===== src/rtl/fetch_branch_predictor_btb.sv =====
`default_nettype none
// ============================================================================
// Module      : fetch_branch_predictor_btb
// Description : Direct-mapped branch target buffer with per-entry saturating
//               direction counters. A search returns its result one cycle
//               later through lockable output registers. Updates come from
//               execute-stage branch resolution.
//               Optional macro FETCH_BTB_GSHARE_EN indexes the counters with
//               the address index XORed with a global history register.
// Revision    : 1.0 - initial release
// ============================================================================
module fetch_branch_predictor_btb #(
  parameter int INDEX_W = 3,
  parameter int CNT_W   = 2
) (
  input  logic        iCLOCK,
  input  logic        iRESET_SYNC,
  input  logic        iFLUSH,
  input  logic        iSEARCH_STB,
  input  logic [31:0] iSEARCH_INST_ADDR,
  input  logic        iSEARCH_LOCK,
  output logic        oSEARCH_VALID,
  output logic        oSEARCH_HIT,
  output logic        oSEARCH_PREDICT_BRANCH,
  output logic [31:0] oSEARCH_ADDR,
  input  logic        iJUMP_STB,
  input  logic        iJUMP_JUMP,
  input  logic [31:0] iJUMP_ADDR,
  input  logic [31:0] iJUMP_INST_ADDR
);

  localparam int ENTRIES = 1 << INDEX_W;
  localparam int TAG_W   = 30 - INDEX_W;

  localparam logic [CNT_W-1:0] CNT_MAX  = '1;
  // Weakly taken: MSB set, every other bit clear
  localparam logic [CNT_W-1:0] CNT_WEAK = CNT_W'(1) << (CNT_W - 1);

  // Table storage
  logic [ENTRIES-1:0]            valid_q, valid_d;
  logic [ENTRIES-1:0][TAG_W-1:0] tag_q,   tag_d;
  logic [ENTRIES-1:0][29:0]      tgt_q,   tgt_d;
  logic [ENTRIES-1:0][CNT_W-1:0] cnt_q,   cnt_d;

  // Output registers
  logic        valid_out_q, valid_out_d;
  logic        hit_out_q,   hit_out_d;
  logic        pred_out_q,  pred_out_d;
  logic [31:0] addr_out_q,  addr_out_d;

  // Indices and tags
  logic [INDEX_W-1:0] s_idx, s_cidx, u_idx, u_cidx;
  logic [TAG_W-1:0]   s_tag, u_tag;
  logic               s_hit, u_hit;

  // Word-offset bits carry no information for the predictor
  logic unused_addr_bits;
  assign unused_addr_bits = ^{iSEARCH_INST_ADDR[1:0], iJUMP_INST_ADDR[1:0],
                              iJUMP_ADDR[1:0]};

  assign s_idx = iSEARCH_INST_ADDR[INDEX_W+1:2];
  assign s_tag = iSEARCH_INST_ADDR[31:INDEX_W+2];
  assign u_idx = iJUMP_INST_ADDR[INDEX_W+1:2];
  assign u_tag = iJUMP_INST_ADDR[31:INDEX_W+2];

  assign s_hit = valid_q[s_idx] && (tag_q[s_idx] == s_tag);
  assign u_hit = valid_q[u_idx] && (tag_q[u_idx] == u_tag);

`ifdef FETCH_BTB_GSHARE_EN
  logic [INDEX_W-1:0] hist_q, hist_d;

  // History shifts in each resolved outcome; flush leaves it alone
  always_comb begin
    hist_d = hist_q;
    if (iJUMP_STB && !iFLUSH) begin
      hist_d = INDEX_W'({hist_q, iJUMP_JUMP});
    end
  end

  // History register, cleared only by reset
  always_ff @(posedge iCLOCK) begin
    if (iRESET_SYNC) begin
      hist_q <= '0;
    end else begin
      hist_q <= hist_d;
    end
  end

  // Both ports use the pre-shift history for the counter index
  assign s_cidx = s_idx ^ hist_q;
  assign u_cidx = u_idx ^ hist_q;
`else
  assign s_cidx = s_idx;
  assign u_cidx = u_idx;
`endif

  // Table next state: flush wins over a same-cycle update
  always_comb begin
    valid_d = valid_q;
    tag_d   = tag_q;
    tgt_d   = tgt_q;
    cnt_d   = cnt_q;
    if (iFLUSH) begin
      valid_d = '0;
    end else if (iJUMP_STB) begin
      if (u_hit) begin
        if (iJUMP_JUMP) begin
          if (cnt_q[u_cidx] != CNT_MAX) begin
            cnt_d[u_cidx] = cnt_q[u_cidx] + CNT_W'(1);
          end
          tgt_d[u_idx] = iJUMP_ADDR[31:2];
        end else if (cnt_q[u_cidx] != '0) begin
          cnt_d[u_cidx] = cnt_q[u_cidx] - CNT_W'(1);
        end
      end else if (iJUMP_JUMP) begin
        valid_d[u_idx] = 1'b1;
        tag_d[u_idx]   = u_tag;
        tgt_d[u_idx]   = iJUMP_ADDR[31:2];
        cnt_d[u_cidx]  = CNT_WEAK;
      end
    end
  end

  // Search result: reads pre-update contents; flush forces a miss; lock holds
  always_comb begin
    valid_out_d = valid_out_q;
    hit_out_d   = hit_out_q;
    pred_out_d  = pred_out_q;
    addr_out_d  = addr_out_q;
    if (!iSEARCH_LOCK) begin
      valid_out_d = iSEARCH_STB;
      hit_out_d   = s_hit && !iFLUSH;
      pred_out_d  = s_hit && !iFLUSH && cnt_q[s_cidx][CNT_W-1];
      addr_out_d  = {tgt_q[s_idx], 2'b00};
    end
  end

  // State registers; reset overrides everything else
  always_ff @(posedge iCLOCK) begin
    if (iRESET_SYNC) begin
      valid_q     <= '0;
      tag_q       <= '0;
      tgt_q       <= '0;
      cnt_q       <= '0;
      valid_out_q <= 1'b0;
      hit_out_q   <= 1'b0;
      pred_out_q  <= 1'b0;
      addr_out_q  <= '0;
    end else begin
      valid_q     <= valid_d;
      tag_q       <= tag_d;
      tgt_q       <= tgt_d;
      cnt_q       <= cnt_d;
      valid_out_q <= valid_out_d;
      hit_out_q   <= hit_out_d;
      pred_out_q  <= pred_out_d;
      addr_out_q  <= addr_out_d;
    end
  end

  assign oSEARCH_VALID          = valid_out_q;
  assign oSEARCH_HIT            = hit_out_q;
  assign oSEARCH_PREDICT_BRANCH = pred_out_q;
  assign oSEARCH_ADDR           = addr_out_q;

endmodule
`default_nettype wire


===== config.mk =====
export PLATFORM = sky130hd
export DESIGN_NAME = fetch_branch_predictor_btb
export DESIGN_NICKNAME = d
export VERILOG_FILES = /design/src/rtl/fetch_branch_predictor_btb.sv
export SDC_FILE = /design/constraint.sdc
export NUM_CORES = 1
export LEC_CHECK = 0
export ABC_CLOCK_PERIOD_IN_PS = 6550
export CAP_MARGIN = 10
export CORE_MARGIN = 4
export CORE_UTILIZATION = 31
export DETAILED_ROUTE_END_ITERATION = 6
export HOLD_SLACK_MARGIN = 0.06
export MAX_ROUTING_LAYER = met4
export PLACE_DENSITY = 0.51
export SYNTH_ARGS = -nofsm -noshare
export SYNTH_HDL_FRONTEND = slang
export SYNTH_SLANG_ARGS = --single-unit

===== constraint.sdc =====
create_clock -name iCLOCK -period 6.55 [get_ports iCLOCK]
set_input_delay 1.31 -clock iCLOCK [delete_from_list [all_inputs] [get_ports iCLOCK]]
set_output_delay 1.31 -clock iCLOCK [all_outputs]
set_load 0.03 [all_outputs]

==> impl_metrics.json <==
{
  "drt_iter0_drc": 2107,
  "finalHoldViolations": 0,
  "critPathLaunchType": "primary input",
  "grt_max_degree": 219,
  "drive_gt1_frac": 0.127,
  "finalMaxSlewViolations": 0,
  "wl_per_cell_um": 22.3,
  "cts_tree": "built",
  "p_per_area_nw_per_um2": 245,
  "cts_hold_buf": 0,
  "slew_headroom": 0.163,
  "crit_required_ns": 7.10,
  "cpMostUsedCell": "buf_4",
  "cts.reportedPaths.clkPinSlew_ns": 0.06,
  "period_minus_slack_ns": 5.03,
  "initial_core_util": 0.314,
  "dp_hpwl_um": 47800,
  "status": "complete, no violations",
  "drc": 0,
  "cts_buffer_depth": 3,
  "clock_latency_ns": 0.63,
  "hold_path.class": "flip-flop to flip-flop",
  "setup_viol": 0,
  "cp_cell_sequence": "buf_2 > buf_4 > nor2_2 > buf_4 > a22oi_1 > a21bo_2 > nand4_1 > nor4_1 > nand4_1 > buf_4 > or2_2 > or3_1 > mux2i_1",
  "synthCells": 2675,
  "rsz0062_at_grt": "no",
  "synthTopCellsByArea": "dfxtp_1, mux2i_1, mux4_2, nand2_1, a21oi_1",
  "yosys.cell_types.count": 56,
  "max_stage_delay_ns": 0.56,
  "fin_skew_ns": 0.0186,
  "synth.avg_cell_area_um2": 9.17,
  "drv_cap": 0,
  "rows": 102,
  "finalCritPeriodShare": 0.768,
  "port_buffers": 129,
  "cts_buffers": 57,
  "htree_levels": 2,
  "synth_warnings": 0,
  "vias": 20200,
  "cp.arrival_ns": 5.58,
  "syn2layout_area_growth_pct": 16.1,
  "wl_um": 83100,
  "ys.flop_type": "dfxtp_1",
  "synth_edf_count": 0,
  "grt_pass1_vias": 19900,
  "place_congestion": 0.817,
  "async_flop_share": 0,
  "syn_area_um2": 24500,
  "tns_ns": 0,
  "final_common_cell": "dfxtp_1",
  "wl_met3_um": 5450,
  "max_freq_mhz": 199,
  "fp.coreArea_um2": 78000,
  "worst_slew_pin_slew_ns": 1.25,
  "cts-root-buf": "clkbuf_16",
  "ys_seq_area_frac": 0.419,
  "antenna_left": 0,
  "criticalPathCategory": "primary input to flip-flop",
  "cts_resized": 0,
  "p_leak_nw": 10.9,
  "cts_sinks": 513,
  "die_width_um": 289,
  "fp.dieArea_um2": 83700,
  "wl_met2_um": 40100,
  "dr.max_layer_used": "met4",
  "ir_drop_mv": 0.191,
  "reg2reg_depth": 10,
  "firstDrtPassIters": 6,
  "worstSetupStartpoint": "iJUMP_INST_ADDR[2]",
  "reg2reg_to": "cnt_q[8]",
  "cp_slowest_cell": "nor4_1",
  "grtUsageTotal": 0.200,
  "grt_overflow": 0,
  "final_cell_mix": "dfxtp_1, nand2_1, a21oi_1, mux2i_1, nor2_1",
  "nets": 2741,
  "cp-endpoint": "cnt_q[8]",
  "drt-met1-wl_um": 34800,
  "end_kind": "flip-flop",
  "synth_top_area_frac": 0.419,
  "crit_fanout": 25,
  "die_h_um": 289,
  "grt_pass1_wl_um": 125000,
  "r2r_slack_ns": 3.02,
  "io_pins": 138,
  "whs_ns": 0.452,
  "drt-vias-per-instance": 5.41,
  "reg2reg_from": "tag_q[52]",
  "ys_ff_latch": 513,
  "cts_setup_buffers": 0,
  "yosysTopAreaCell": "dfxtp_1",
  "antenna_found_initial": 8
}
stage by stage:
step / total power, W / setup WS (ns) / area [um^2] / cells / util
2_1_floorplan: 0.00356 / 2.06 / 24500 / 2676 / -
3_3_place_gp: 0.00373 / 0.927 / 26500 / 3617 / 0.340
3_5_place_dp: 0.00374 / 0.875 / 26500 / 3617 / 0.340
4_1_cts: 0.00705 / 1.52 / 28400 / 3723 / 0.365
5_1_grt: 0.00721 / 1.28 / 28500 / 3730 / 0.365
6_report: 0.00697 / 1.52 / 28500 / 3730 / 0.365
worst min-delay path by stage:
stage               startpoint         end  slack, ns  cells after the start
finish              tgt_q[214]  tgt_q[214]       0.45                      2
global route        tgt_q[209]  tgt_q[209]       0.47                      2
CTS                 tgt_q[145]  tgt_q[145]       0.45                      2
detailed placement   tgt_q[43]   tgt_q[43]       0.44                      2
global placement    tgt_q[186]  tgt_q[186]       0.44                      2
floorplan           tgt_q[145]  tgt_q[145]       0.43                      2
sequential cells by signal, summed over array words and instances, names as in the netlist:
name,cells
valid_q,8
oSEARCH_VALID,1
oSEARCH_ADDR,30
tgt_q,240
tag_q,216
oSEARCH_HIT,1
oSEARCH_PREDICT_BRANCH,1
cnt_q,16
synth_stat cells, types with 20 or more instances:
library cell  instances
mux2_2               20
buf_2                21
buf_4                49
mux4_2              130
dfxtp_1             513
nor2_1              250
xnor2_1              25
o21ai_0              67
nand3_1              63
mux2i_1             303
a21oi_1             329
buf_1                28
nand2b_1             21
a22oi_1              22
nand2_1             491
clkbuf_1            181
per-layer routing:
layer | global-route usage | vias to the layer above
li1 | - | 9242
met2 | 0.327 | 780
met1 | 0.255 | 9962
met4 | 0.0644 | 0
met3 | 0.0323 | 189
met5 | - | -
cells by family after synthesis:
family / after synthesis / share of synthesized area
AO/OA/AOI/OAI: 480 / 0.109
XOR/XNOR: 42 / 0.0150
adder cells (fa/ha/maj): 2 / 0.00102
buffers and inverters: 289 / 0.0534
flip-flops: 513 / 0.419
multiplexers: 453 / 0.252
other: 1 / 0.000153
AND/OR/NAND/NOR: 895 / 0.150
final cells by class:
| type | instances | area, um^2 |
|---|---|---|
| clock buffers | 84 | 1700 |
| inverters | 8 | 30.0 |
| repair buffers | 182 | 1820 |
| flip-flops and latches | 513 | 10300 |
| well taps | 1040 | 1300 |
| diodes | 7 | 17.5 |
| fillers | 7737 | 49500 |
| multi-input cells | 1874 | 13100 |
| clock inverters | 22 | 246 |
worst max-delay path, delay by kind of cell:
kind,cells,cell delay [ns]
AOI/OAI and AO/OA,2,0.49
buffers and inverters,4,1.46
muxes,1,0.20
and+or+nand+nor,6,2.08
where the power goes:
group          internal [W]  leakage, nW  switching (W)
Sequential          0.00314         4.14      0.0000139
Combinational      0.000188         5.80       0.000329
Clock               0.00192        0.954        0.00137
(Power assumes the default switching activity.)
